**src/rtl/medidor_eco_cm.sv**
```systemverilog
`default_nettype none
// ============================================================================
//  Module   : medidor_eco_cm
//  Purpose  : Measures the high time of the sonar echo pulse and converts it
//             to centimetres as D packed BCD digits. The result goes to an
//             output register, so the previous result stays visible while a
//             new pulse is counted. A long pulse stops at TIMEOUT_CM and the
//             result saturates. pronto pulses once per result, and valido
//             stays high while digitos holds a complete measurement.
//  Options  : MEDIDOR_ARREDONDA_EN - round the result to the nearest cm
//             (half cm rounds up) instead of truncating it.
//  Revision : 1.0 - initial release
// ============================================================================
module medidor_eco_cm #(
  parameter int R          = 2941,
  parameter int N          = 12,
  parameter int D          = 3,
  parameter int TIMEOUT_CM = 400
) (
  input  logic           clock,
  input  logic           reset,
  input  logic           pulso,
  output logic [4*D-1:0] digitos,
  output logic           pronto,
  output logic           valido,
  output logic           timeout,
  output logic [2:0]     db_estado
);

  typedef enum logic [2:0] {
    ST_OCIOSO       = 3'd0,
    ST_CONTANDO     = 3'd1,
    ST_FINAL        = 3'd2,
    ST_TIMEOUT      = 3'd3,
    ST_ESPERA_BAIXO = 3'd4
  } state_t;

  // Converts an integer to packed BCD. Used only on constants at elaboration.
  function automatic logic [4*D-1:0] to_bcd(input int value);
    logic [4*D-1:0] r;
    int             v;
    r = '0;
    v = value;
    for (int i = 0; i < D; i++) begin
      r[4*i +: 4] = 4'(v % 10);
      v = v / 10;
    end
    return r;
  endfunction

  localparam logic [4*D-1:0] c_timeout_bcd = to_bcd(TIMEOUT_CM);
  localparam logic [N-1:0]   c_tick_last   = N'(R - 1);

  state_t         state_q, state_d;
  logic [N-1:0]   tick_q, tick_d;
  logic [4*D-1:0] bcd_q, bcd_d;
  logic [4*D-1:0] digitos_q, digitos_d;
  logic           pronto_q, pronto_d;
  logic           valido_q, valido_d;
  logic           timeout_q, timeout_d;

  logic [4*D-1:0] w_bcd_inc;
  logic [D-1:0]   w_carry;
  logic [4*D-1:0] w_result;

  // Decimal increment of the working counter: a digit rolls 9->0 and
  // passes a carry to the next digit only when every lower digit rolled.
  assign w_carry[0] = 1'b1;
  for (genvar i = 0; i < D; i++) begin : g_digit
    logic [3:0] w_dig;
    assign w_dig = bcd_q[4*i +: 4];
    assign w_bcd_inc[4*i +: 4] = !w_carry[i]   ? w_dig :
                                 (w_dig == 4'd9) ? 4'd0 : w_dig + 4'd1;
    if (i < D - 1) begin : g_carry
      assign w_carry[i+1] = w_carry[i] & (w_dig == 4'd9);
    end
  end

`ifdef MEDIDOR_ARREDONDA_EN
  // Round up when the leftover ticks are at least half a cm. The count can
  // never be at TIMEOUT_CM here, but the clamp keeps the result in range.
  localparam logic [N+1:0] c_r_ext = (N+2)'(R);
  logic w_round_up;
  assign w_round_up = ({1'b0, tick_q, 1'b0} >= c_r_ext) && (bcd_q != c_timeout_bcd);
  assign w_result   = w_round_up ? w_bcd_inc : bcd_q;
`else
  assign w_result = bcd_q;
`endif

  // Next-state and register-update logic for the measurement sequence.
  always_comb begin
    state_d   = state_q;
    tick_d    = tick_q;
    bcd_d     = bcd_q;
    digitos_d = digitos_q;
    pronto_d  = 1'b0;
    valido_d  = valido_q;
    timeout_d = timeout_q;
    case (state_q)
      ST_OCIOSO: begin
        bcd_d = '0;
        if (pulso) begin
          tick_d   = N'(1);
          valido_d = 1'b0;
          state_d  = ST_CONTANDO;
        end else begin
          tick_d = '0;
        end
      end
      ST_CONTANDO: begin
        // A falling pulse has priority over reaching the timeout count.
        if (!pulso) begin
          state_d = ST_FINAL;
        end else if (tick_q == c_tick_last) begin
          tick_d = '0;
          bcd_d  = w_bcd_inc;
          if (w_bcd_inc == c_timeout_bcd) begin
            state_d = ST_TIMEOUT;
          end
        end else begin
          tick_d = tick_q + N'(1);
        end
      end
      ST_FINAL: begin
        digitos_d = w_result;
        timeout_d = 1'b0;
        pronto_d  = 1'b1;
        valido_d  = 1'b1;
        state_d   = ST_OCIOSO;
      end
      ST_TIMEOUT: begin
        digitos_d = c_timeout_bcd;
        timeout_d = 1'b1;
        pronto_d  = 1'b1;
        valido_d  = 1'b1;
        state_d   = ST_ESPERA_BAIXO;
      end
      ST_ESPERA_BAIXO: begin
        // Let the rest of an over-long pulse pass without measuring it.
        if (!pulso) begin
          state_d = ST_OCIOSO;
        end
      end
      default: begin
        state_d = ST_OCIOSO;
      end
    endcase
  end

  // State and data registers, cleared asynchronously by reset.
  always_ff @(posedge clock or posedge reset) begin
    if (reset) begin
      state_q   <= ST_OCIOSO;
      tick_q    <= '0;
      bcd_q     <= '0;
      digitos_q <= '0;
      pronto_q  <= 1'b0;
      valido_q  <= 1'b0;
      timeout_q <= 1'b0;
    end else begin
      state_q   <= state_d;
      tick_q    <= tick_d;
      bcd_q     <= bcd_d;
      digitos_q <= digitos_d;
      pronto_q  <= pronto_d;
      valido_q  <= valido_d;
      timeout_q <= timeout_d;
    end
  end

  assign digitos   = digitos_q;
  assign pronto    = pronto_q;
  assign valido    = valido_q;
  assign timeout   = timeout_q;
  assign db_estado = state_q;

endmodule
`default_nettype wire

```
**config.mk**
```make
export PLATFORM = sky130hd
export DESIGN_NAME = medidor_eco_cm
export DESIGN_NICKNAME = d
export VERILOG_FILES = /design/src/rtl/medidor_eco_cm.sv
export SDC_FILE = /design/constraint.sdc
export NUM_CORES = 1
export LEC_CHECK = 0
export BUFFER_PORTS_ARGS = -buffer_cell sky130_fd_sc_hd__buf_2
export CAP_MARGIN = 30
export CORE_MARGIN = 1.5
export CORE_UTILIZATION = 59
export CTS_CLUSTER_DIAMETER = 50
export CTS_CLUSTER_SIZE = 20
export DETAILED_ROUTE_END_ITERATION = 10
export GPL_ROUTABILITY_DRIVEN = 0
export HOLD_SLACK_MARGIN = 0.03
export PLACE_DENSITY = 0.79
export SYNTH_ARGS = -nofsm -noshare
export SYNTH_HDL_FRONTEND = slang
export SYNTH_SLANG_ARGS = --single-unit
```
**constraint.sdc**
```tcl
create_clock -name clock -period 2 [get_ports clock]
set_clock_uncertainty 0.05 [all_clocks]
set_input_delay 0.4 -clock clock [delete_from_list [all_inputs] [get_ports clock]]
set_output_delay 0.4 -clock clock [all_outputs]
set_load 0.01 [all_outputs]
```
# Word-level counts from Yosys, hierarchy flattened
# Index checks and enable logic that the tools add are counted.
word_totals:
  word_cells: 59
  register_bits: 42
  input_bits: 3
  output_inout_bits: 18
classes:
  n_eq_ne: 15
  reduce_logical: 9
  n_mux: 23
  addsub: 4
  bitwise_logic: 1
ops:
  columns: ["cell", "n"]
  rows:
  - ["$pmux 12 s2", 3]
  - ["$mux 12", 4]
  - ["$mux 4", 5]
  - ["$mux 3", 5]
  - ["$add 12x1->12 const B", 1]
  - ["$add 4x1->4 const B", 3]
  - ["$eq 12x11->1 const B", 1]
  - ["$eq 12x12->1 const B", 1]
  - ["$eq 4x4->1 const B", 3]
  - ["$pmux 3 s4", 1]
  - ["$ne 2x2->1 const B", 4]
  - ["$eq 3x2->1 const B", 2]
  - ["$ne 3x3->1 const B", 2]
  - ["$reduce_bool 2->1", 3]
  - ["$pmux 1 s2", 2]
  - ["$reduce_and 2->1", 2]
  - ["$reduce_and 4->1", 1]
  - ["$eq 3x1->1 const B", 1]
  - ["$eq 3x3->1 const B", 1]
  - ["$logic_not 3->1", 1]
  - ["$mux 1", 3]
  - ["$reduce_and 3->1", 1]
  - ["$reduce_or 2->1", 1]
  - ["$and 1x1->1", 1]

# Longest topological paths before layout
depth:
  ltp_word: 8
  depth_mapped: 8
  depth_no_buf: 6

# Worst setup path before layout
# Ideal clock, no wire load.
synth_timing:
  path_type: "reg2reg"
  start: "register tick_q[0]"
  end: "register bcd_q[6]"
  arrival_ns: 1.646
  n_path_buf: 1
  stages_incl_launch_ff: 8
  setup_slack_ns: 0.183
  t_required_ns: 1.829
  period_less_slack_ns: 1.817
  setup_ns: 0.121
  path_cell_list: "dfrtp_1 inv_1 ha_1 nand4b_2 o41a_1 buf_6 a211o_1 a22o_1"
synth_via:
  elab_chain_len: 3
synth_lines:
  columns: ["item", "line", "rtl"]
  rows:
  - ["start: declaration", "55", "logic [N-1:0] tick_q, tick_d;"]
  - ["start signal: assignment", "162", "tick_q <= tick_d;"]
  - ["$eq 12x12->1", "114", "end else if (tick_q == c_tick_last) begin"]
  - ["$ne 2x2->1 (no line)", null, null]
  - ["$reduce_and 3->1 (no line)", null, null]
  - ["end signal: assignment", "155", "bcd_q <= '0;"]
  - ["end signal: assignment", "163", "bcd_q <= bcd_d;"]
  - ["end: declaration", "56", "logic [4*D-1:0] bcd_q, bcd_d;"]
# Every way passes these cells.
# A chain may end at the register's enable or synchronous reset.

# Worst setup path after layout
layout_timing:
  start: "register bcd_q[1]"
  end: "register bcd_q[6]"
layout_via:
  elab_chain_len: 5
layout_lines:
  columns: ["item", "line", "rtl"]
  rows:
  - ["$eq 4x4->1", "75", "assign w_carry[i+1] = w_carry[i] & (w_dig == 4'd9);"]
  - ["$mux 4", "72", "assign w_bcd_inc[4*i +: 4] = !w_carry[i] ? w_dig :"]
  - ["$mux 12", "114", null]
  - ["$mux 12", "112", "if (!pulso) begin"]
  - ["$pmux 12 s2", "99", "case (state_q)"]
# Every way passes these cells. The select of a mux whose other input is x is not followed.

==> impl_metrics.toml <==
[clock_network]
insertion_delay_ps = 300
hold_buffers = 0
post_cts_buffers = 0
cts_resized = 0
cts-root-buf = "clkbuf_8"
cts_tree = "yes"
htree_levels = 2
path_clk_slew_ps = 80
numCtsBuffers = 5
cts_sinks = 42
cts_buffer_depth = 2

[synth]
synth_area_um2 = 2300
yosysWarnings = 0
yosysSeqAreaShare = 0.457
ys.flop_type = "dfrtp_1"
synthDistinctLibCells = 52
syn_area_per_cell_um2 = 9.31
ys_ff_latch = 42
synth_cells = 247
postSynthNetCount = 254
synth_edf_count = 0
ys_async_sr_fraction = 1.00

[worst_setup_path]
cp.required_ps = 2150
worstPathMaxFanout = 8
crit_type = "flop to flop"
cp-start-kind = "flop"
crit_path_end_kind = "flop"
crit_arrival_ps = 2080

[global_route]
grt_pass1_vias = 1814
grt_max_degree = 43
antenna_found_initial = 0
grt_overflow = 0
grt_pass1_wl_um = 8570
grt_util_all_layers = 0.264

[floorplan]
coreArea_um2 = 3690
die-height_um = 65.4
start_util = 0.623
io_pins = 21
die_w_um = 65.4
row_count = 22
dieArea_um2 = 4280

[timing]
relSlewSlack = 0.658
period_share = 0.966
setup_violations = 0
period_needed_ps = 1930
hold_viol_final = 0
drv_slew = 0
max_freq_ghz = 0.517
tightestPinTransition_ps = 513

[placed_design]
io_buffers = 20
dpl-instance-area_um2 = 2490
hpwl_um = 3460

[min_path]
hold_class = "primary input to async pin"

[layout]
nFillCells = 296
fin_util = 0.717
nNetsFinal = 280
antennaDiodeCount = 0
postLayoutCellArea_um2 = 2640
drive_gt1_frac = 0.179
syn2layout_area_growth_pct = 15.0

[routing]
via_per_inst = 6.08
drt-wirelength-per-cell_um = 15.4
drt_iter0_drc = 140
drt-total-wl_um = 4950
num_vias = 1959
drc = 0
dr.pass1.iters = 4
ant_nets = 0

[status]
status = "finished, final reports clean"

[power]
power_density_nw_per_um2 = 755
vdd_drop_max_uv = 661
leakagePower_nw = 1.20

[flow_run]
drv_cap = 0
## layout by cell type, fill, tap and decap left out, drive strengths merged, types with 2 or more instances in the layout
| cell | netlist | final |
|---|---|---|
| nand2b | 15 | 15 |
| a211oi | 5 | 5 |
| o22ai | 2 | 2 |
| ha | 4 | 4 |
| bufinv | 0 | 2 |
| or3 | 2 | 2 |
| nor2 | 13 | 13 |
| o21ai | 22 | 22 |
| inv | 14 | 14 |
| or4 | 4 | 4 |
| a211o | 2 | 2 |
| o31ai | 12 | 12 |
| nand3 | 6 | 6 |
| a31oi | 2 | 2 |
| nand4b | 2 | 2 |
| a22o | 5 | 5 |
| and3b | 2 | 2 |
| nor3 | 2 | 2 |
| nand2 | 29 | 29 |
| nand4 | 9 | 9 |
| buf | 6 | 33 |
| clkbuf | 8 | 6 |
| a21oi | 7 | 7 |
| o211ai | 2 | 2 |
| nor4 | 2 | 2 |
| xor2 | 4 | 4 |
| nor2b | 2 | 2 |
| nand3b | 3 | 3 |
| dfrtp | 42 | 42 |
| and2 | 3 | 3 |
## kinds of logic (layout without fill, tap and decap cells)
| group | count (synthesis) | count (layout) | synth area share |
|---|---|---|---|
| flops | 42 | 42 | 0.457 |
| fa+ha+maj | 4 | 4 | 0.0218 |
| simple gates | 103 | 103 | 0.264 |
| xor+xnor | 5 | 5 | 0.0190 |
| buf+inv | 28 | 55 | 0.0522 |
| compound gates | 65 | 65 | 0.186 |
## critical path, cell delays in order, from the launching register on
cell,delay [ps]
dfrtp_1,410
inv_1,120
ha_1,240
and4b_1,400
nand2_1,140
a211o_1,310
a22o_1,180
## power by group
group	switching, W	leakage, nW	internal [W]
sequential	0.0000316	0.577	0.000884
combinational	0.000152	0.554	0.0000933
clock	0.000303	0.0714	0.000532
total	0.000486	1.20	0.00151
## through the flow
| stage | setup WS, ps | instances | hold slack, ps | setup TNS [ps] | total power, W |
|---|---|---|---|---|---|
| floorplan | 183 | 247 | 435 | 0 | 0.00110 |
| global placement | 83.7 | 314 | 406 | 0 | 0.00117 |
| detailed placement | 68.8 | 314 | 412 | 0 | 0.00118 |
| CTS | 35.5 | 322 | 189 | 0 | 0.00201 |
| global route | -7.70 | 322 | 221 | -7.70 | 0.00207 |
| finish | 67.5 | 322 | 165 | 0 | 0.00200 |
## cells in the mapped netlist, types with 3 or more instances
library cell | n | area [um^2]
dfrtp_1 | 42 | 1050
nand2_1 | 29 | 109
o21ai_0 | 22 | 110
nand2b_1 | 15 | 93.8
inv_1 | 14 | 52.6
o31ai_1 | 12 | 90.1
nor2_1 | 11 | 41.3
clkbuf_1 | 8 | 30.0
nand4_1 | 8 | 50.1
a21oi_1 | 7 | 35.0
nand3_1 | 6 | 30.0
a211oi_1 | 5 | 37.5
a22o_1 | 5 | 43.8
ha_1 | 4 | 50.1
or4_1 | 4 | 30.0
xor2_1 | 4 | 35.0
and2_1 | 3 | 18.8
buf_2 | 3 | 15.0
nand3b_1 | 3 | 22.5
## final timing paths
check,from,to,slack (ps),cells past startpoint
worst max-delay path,bcd_q[1],bcd_q[6],70,6
worst min-delay path,reset,timeout,170,3
worst max register to register,bcd_q[1],bcd_q[6],70,6
worst min register to register,digitos[8],digitos[8],430,2
max in group asynchronous,reset,tick_q[1],1390,3
min in group clock,pulso,db_estado[2],380,3
## area by class of cell
type	instances	area [um^2]	share of cell area
Multi-Input combinational cell	177	1140	0.430
Sequential cell	42	1050	0.398
Timing Repair Buffer	33	201	0.0762
Clock buffer	6	82.6	0.0312
Clock inverter	2	60.1	0.0227
Tap cell	48	60.1	0.0227
Inverter	14	52.6	0.0199
## sequential cells by signal (all words and copies together), names as in the netlist
register	cells
bcd_q	12
db_estado	3
digitos	12
pronto	1
tick_q	12
timeout	1
valido	1
## per-layer routing
layer	wire, um	up-vias	share of wire	GRT usage
li1	-	950	-	-
met1	2200	939	0.45	0.333
met2	2380	62	0.48	0.441
met3	284	8	0.057	0.0634
met4	79	0	0.016	0.0990
met5	0	-	0	0
(Power assumes the default switching activity.)
